## src/rtl/iob_wishbone2iob.sv

```systemverilog
// Wishbone B4 classic slave to IOb native master bridge.
// One registered request in flight, watchdog-terminated.
module iob_wishbone2iob #(
  parameter int ADDR_W    = 32,
  parameter int DATA_W    = 32,
  parameter int TIMEOUT   = 256,
  parameter int TIMEOUT_W = 9
) (
  input  logic                clk_i,
  input  logic                arst_i,
  input  logic [ADDR_W-1:0]   wb_adr_i,
  input  logic [DATA_W/8-1:0] wb_sel_i,
  input  logic                wb_we_i,
  input  logic                wb_cyc_i,
  input  logic                wb_stb_i,
  input  logic [DATA_W-1:0]   wb_dat_i,
  output logic [DATA_W-1:0]   wb_dat_o,
  output logic                wb_ack_o,
  output logic                wb_err_o,
  output logic                valid_o,
  output logic [ADDR_W-1:0]   address_o,
  output logic [DATA_W-1:0]   wdata_o,
  output logic [DATA_W/8-1:0] wstrb_o,
  input  logic [DATA_W-1:0]   rdata_i,
  input  logic                ready_i
);

  localparam int SEL_W = DATA_W / 8;
  localparam bit TO_EN = (TIMEOUT > 0);
  localparam logic [TIMEOUT_W-1:0] TO_LAST =
    TIMEOUT_W'((TIMEOUT > 0) ? TIMEOUT - 1 : 0);

  typedef enum logic [1:0] {
    IDLE,
    REQ,
    RESP,
    DRAIN
  } state_t;

  state_t              state_q, state_d;
  logic                valid_q, valid_d;
  logic [ADDR_W-1:0]   addr_q, addr_d;
  logic [DATA_W-1:0]   wdata_q, wdata_d;
  logic [SEL_W-1:0]    wstrb_q, wstrb_d;
  logic [DATA_W-1:0]   rdata_q, rdata_d;
  logic [TIMEOUT_W-1:0] cnt_q, cnt_d;
  logic                abort_q, abort_d;
  logic                err_q, err_d;
  logic                abort_now;
  logic                timeout_hit;
  logic                wb_req;

  assign wb_req      = wb_cyc_i & wb_stb_i;
  assign timeout_hit = TO_EN && (cnt_q == TO_LAST);

  // state and datapath registers
  always_ff @(posedge clk_i) begin
    if (arst_i) begin
      state_q <= IDLE;
      valid_q <= 1'b0;
      addr_q  <= '0;
      wdata_q <= '0;
      wstrb_q <= '0;
      rdata_q <= '0;
      cnt_q   <= '0;
      abort_q <= 1'b0;
      err_q   <= 1'b0;
    end else begin
      state_q <= state_d;
      valid_q <= valid_d;
      addr_q  <= addr_d;
      wdata_q <= wdata_d;
      wstrb_q <= wstrb_d;
      rdata_q <= rdata_d;
      cnt_q   <= cnt_d;
      abort_q <= abort_d;
      err_q   <= err_d;
    end
  end

  // next-state and next-datapath logic
  always_comb begin
    state_d   = state_q;
    valid_d   = valid_q;
    addr_d    = addr_q;
    wdata_d   = wdata_q;
    wstrb_d   = wstrb_q;
    rdata_d   = rdata_q;
    cnt_d     = cnt_q;
    abort_d   = abort_q;
    err_d     = err_q;
    abort_now = 1'b0;
    unique case (state_q)
      IDLE: begin
        if (wb_req) begin
          addr_d  = wb_adr_i;
          wdata_d = wb_dat_i;
          wstrb_d = wb_we_i ? wb_sel_i : '0;
          cnt_d   = '0;
          abort_d = 1'b0;
          err_d   = 1'b0;
          if (wb_we_i && (wb_sel_i == '0)) begin
            state_d = RESP;
          end else begin
            state_d = REQ;
            valid_d = 1'b1;
          end
        end
      end
      REQ: begin
        abort_now = abort_q | ~wb_cyc_i;
        abort_d   = abort_now;
        if (ready_i) begin
          valid_d = 1'b0;
          if (wstrb_q == '0) rdata_d = rdata_i;
          state_d = abort_now ? DRAIN : RESP;
        end else if (timeout_hit) begin
          valid_d = 1'b0;
          err_d   = 1'b1;
          state_d = abort_now ? DRAIN : RESP;
        end else begin
          cnt_d = cnt_q + TIMEOUT_W'(1);
        end
      end
      RESP:    state_d = IDLE;
      DRAIN:   state_d = IDLE;
      default: state_d = IDLE;
    endcase
  end

  // a response is only shown while the master still requests it
  always_comb begin
    wb_ack_o = (state_q == RESP) & ~err_q & wb_req;
    wb_err_o = (state_q == RESP) & err_q & wb_req;
  end

  assign valid_o   = valid_q;
  assign address_o = addr_q;
  assign wdata_o   = wdata_q;
  assign wstrb_o   = wstrb_q;
  assign wb_dat_o  = rdata_q;

endmodule

```

## config.mk

```make
export PLATFORM = sky130hd
export DESIGN_NAME = iob_wishbone2iob
export DESIGN_NICKNAME = d
export VERILOG_FILES = /design/src/rtl/iob_wishbone2iob.sv
export SDC_FILE = /design/constraint.sdc
export NUM_CORES = 1
export LEC_CHECK = 0
export ABC_AREA = 0
export CAP_MARGIN = 30
export CORE_UTILIZATION = 30
export DETAILED_ROUTE_END_ITERATION = 10
export GPL_TIMING_DRIVEN = 0
export PLACE_DENSITY = 0.7
export RECOVER_POWER = 25
export SETUP_SLACK_MARGIN = 0.3
export SLEW_MARGIN = 20
export SYNTH_ARGS = -nofsm -noshare
export SYNTH_HDL_FRONTEND = slang
export SYNTH_SLANG_ARGS = --single-unit
```

## constraint.sdc

```tcl
create_clock -name clk_i -period 4.6 [get_ports clk_i]
set_input_delay 1.15 -clock clk_i [delete_from_list [all_inputs] [get_ports clk_i]]
set_output_delay 1.15 -clock clk_i [all_outputs]
set_load 0.01 [all_outputs]
```

== Word-level counts from Yosys, hierarchy flattened ==
Cells that the tools add are included.
Cells by class
  $add $sub $neg: 1
  equality and inequality tests: 10
  mux-type cells: 21
  bitwise gates (word level): 8
  reduce and logical (&&, ||, !) cells: 13
Operators with widths (count)
  9-bit two-way mux: 3
  9-bit case mux with 2 select lines: 1
  4-bit AND reduction: 3
  2-bit inequality test (second input constant): 5
  9-bit by 1-bit adder with 9-bit output (second input constant): 1
  9-bit by 8-bit == test with 1-bit output (second input constant): 1
  4-bit logical NOT: 2
  1-bit two-way mux: 8
  2-bit two-way mux: 4
  1-bit case mux with 2 select lines: 3
  2-bit case mux with 3 select lines: 1
  2-bit AND reduction: 3
  1-bit bitwise AND: 5
  2-bit == test (second input constant): 2
  4-bit two-way mux: 1
  3-bit inequality test (second input constant): 1
  3-bit AND reduction: 1
  2-bit by 1-bit == test with 1-bit output (second input constant): 1
  2-bit logical NOT: 1
  1-bit inverter: 2
  2-bit nonzero test: 1
  2-bit OR reduction: 1
  1-bit logical AND: 1
  1-bit OR: 1
Storage, ports and cells
  register bits after elaboration: 114
  input port bits: 106
  output and inout bits: 103
  word-level logic and storage cells: 62

== Logic depth before layout (Yosys ltp) ==
  depth in word-level cells: 6
  mapped depth: 8
  mapped depth without buffers: 7

== Worst setup path after synthesis ==
No wires, ideal clock.
  kind: input to output
  start: input wb_stb_i
  end: output wb_ack_o
  arrival time: 1532 ps
  data required time: 3450 ps
  slack: 1918 ps
  cell stages on the path: 3
  path through: and3b_1 nand2_1 nor2_1
On the way
  longest elaborated chain between the ends: 2
Ends and longest elaborated chain
  from (decl): RTL line 15  | input logic wb_stb_i,
  1-bit bitwise AND: RTL line 53  | assign wb_req = wb_cyc_i & wb_stb_i;
  1-bit bitwise AND: RTL line 133  | wb_ack_o = (state_q == RESP) & ~err_q & wb_req;
  to (decl): RTL line 18  | output logic wb_ack_o,
Every way passes these cells.

== Worst setup path after layout ==
  start: input wb_cyc_i
  end: output wb_ack_o
On the way
  longest elaborated chain between the ends: 2
Ends and longest elaborated chain
  from (decl): RTL line 14  | input logic wb_cyc_i,
  1-bit bitwise AND: RTL line 53
  1-bit bitwise AND: RTL line 133
Every way passes these cells.

==> results.txt <==
outcome: complete, no violations
layout cells sized above 1: 6.42%
final instance area: 7290 sq um
Slew Limit Fails: 0
final WL: 13.2 mm
Yosys top cell area share: 52.9%
initial antenna violation count: 0
Synth Cell Area: 4320 sq um
Crit Path Class: in2out
P&R area growth vs syn: 68.8%
CTS H-tree lvls: 4
Crit path largest cell delay: 0.63 ns
first-pass GRT wire length: 20.8 mm
clock sinks: 114
Final GP Congestion: 0.806
DRC Markers: 0
crit path time final: 3.92 ns
I/O Pins: 209
final antenna-violating net count: 0
Setup-failing EPs final: 0
Num CTS Buffers: 17
Post-CTS Hold Buffers: 0
gr usage total: 18.1%
clock slew at reported path FFs: 0.05 ns
worst hold path type: reg2reg
die area: 14900 sq um
R2R cell count: 8
TritonCTS clock tree: yes
critical path depth in cells: 5
#FFs+latches synth: 114
drt first pass iters: 5
RSZ-0062 raised after global routing: false
TNS Setup: 0 ns
placed cell area: 6620 sq um
Final Hold Viols: 0
Die Width: 122 um
CP max FO: 7
Ys Warns: 0
Slowest-stage cell, CP: clkdlybuf4s50_1
critical path cell sequence: clkdlybuf4s50_1, and3b_1, nand2_1, nor2_1, clkdlybuf4s50_1
post-CTS sizing: 0
Worst VDD drop: 0.218 mV
WHS Path Cells: 2
commonest non-fill, non-tap cells in the layout: clkdlybuf4s50_1 (156), nand2_1 (135), dfxtp_1 (114)
initial DRC count: 235
leakage: 2.71 nW
leading post-synthesis cells by cell area: dfxtp_1 (53%), a21oi_1 (13%), nand2_1 (12%)
routed vias/inst: 4.65
Worst Skew: 0.00481 ns
initial core utilization: 31.0%
Power Dens Cells: 390 nW/um^2
port bufs: 208
DP HPWL: 9.37 mm
Fillers: 1343
GRT overflow: 0
r2r setup slk: 2.40 ns
via count: 4462
crit end category: primary output
final worst path period share: 85.1%
Setup Fix Bufs, Post-CTS: 0
Post-synth top flop: dfxtp_1
post-synthesis area per instance: 8.01 sq um
Critical path buffers and inverters: 2
Final Hold Slack: 0.449 ns
sequential area share after synthesis: 52.9%
Worst Setup Start Kind: input port
latest clock arrival within the worst-skew pair: 0.40 ns
Worst EP required: 3.45 ns
Core Region: 13900 sq um
Max-slew headroom: 57.6%
Max Fclk: 0.255 GHz
Yosys cell types: 35
Tightest Pin Transition: 0.635 ns
Post-synth EDFFs: 0
fin util: 52.3%
Post-synth ARST share: 0%
Clock Tree Root: clkbuf_16
CP Data Arrival Time: 2.77 ns
routed len/inst: 13.8 um
Antenna diodes: 0
maximum buffer depth of the clock tree: 2
vias in the first global route: 4186
CP dominant cell by count: clkdlybuf4s50_1
largest net degree at the start of global routing: 17
row count: 43
die height: 122 um
Mapped Nets: 647
max-cap viol count: 0
crit-path leading delay family: buffers and inverters
Yosys top cell by area: dfxtp_1
Gate Count Post-Synth: 539
nets@finish: 874
most common cell after layout, fill and taps aside: clkdlybuf4s50_1
==> cell families after synthesis <==
logic type / Yosys count / share of synthesized area (%)
simple gates: 215 / 22.3
flops: 114 / 52.9
fa+ha+maj: 2 / 0.580
compound gates: 153 / 18.4
mux: 4 / 0.928
buf+inv: 51 / 4.87
==> worst reg2reg max path, cell delays in order (launching register included) <==
cell	delay, ns
dfxtp_1	0.35
ha_1	0.26
nand3_1	0.09
nor2_1	0.04
ha_1	0.22
or4b_4	0.55
buf_4	0.19
a211oi_2	0.23
mux2i_1	0.20
==> cell usage after synthesis (all sizes together), types with 2 or more instances <==
cell / instances
or4b: 2
nor2: 6
or2: 2
ha: 2
nor3: 4
nand3: 48
nand2: 135
inv: 6
clkbuf: 32
mux2i: 4
dfxtp: 114
o21ai: 36
or3: 6
nand2b: 2
nand4: 2
a21oi: 109
a211oi: 4
buf: 13
==> cell type report <==
class                   count  area (sq um)  share of cell area, %
multi-input cells         374          1820                   25.0
clock buffers              22           484                   6.65
plain buffers              45           188                   2.58
inverters                   6          22.5                  0.309
flip-flops and latches    114          2280                   31.3
clock inverters            10           178                   2.44
repair buffers            208          2080                   28.6
well taps                 180           225                   3.09
==> report_power, final <==
| part | internal (W) | leakage, nW | total, W | switching [W] |
|---|---|---|---|---|
| combinational | 0.000176 | 1.46 | 0.000325 | 0.000149 |
| clock | 0.00101 | 0.326 | 0.00147 | 0.000453 |
| sequential | 0.00103 | 0.927 | 0.00105 | 0.0000193 |
==> through the flow <==
stage / std cells / power [W] / setup slack [ns]
6_report: 959 / 0.00284 / 0.684
5_1_grt: 959 / 0.00295 / 0.613
4_1_cts: 959 / 0.00288 / 0.702
3_5_place_dp: 927 / 0.00140 / 0.722
3_3_place_gp: 927 / 0.00140 / 0.754
2_1_floorplan: 539 / 0.00120 / 1.92
==> sequential cells by signal (all words and copies together), names as in the netlist <==
name,cells
address_o,32
wb_dat_o,32
wdata_o,32
cnt_q,9
wstrb_o,4
state_q,2
abort_q,1
err_q,1
valid_o,1
==> path summary, 6_finish.rpt <==
path,from,to
worst max register to register,cnt_q[0]$_SDFFE_PP0P_,cnt_q[7]$_SDFFE_PP0P_
worst max-delay path,wb_cyc_i,wb_ack_o
worst min register to register,address_o[30]$_SDFFE_PP0P_,address_o[30]$_SDFFE_PP0P_
worst min-delay path,address_o[30]$_SDFFE_PP0P_,address_o[30]$_SDFFE_PP0P_
==> routing by layer <==
| layer | part of all wire [%] | vias up | GRT usage, % |
|---|---|---|---|
| met1 | 44 | 1975 | 22.0 |
| li1 | - | 2299 | - |
| met4 | 1.8 | 0 | 7.56 |
| met2 | 45 | 168 | 28.8 |
| met5 | 0 | - | 0 |
| met3 | 9.4 | 20 | 6.60 |
Note: power is estimated with default switching activity, not from simulation.
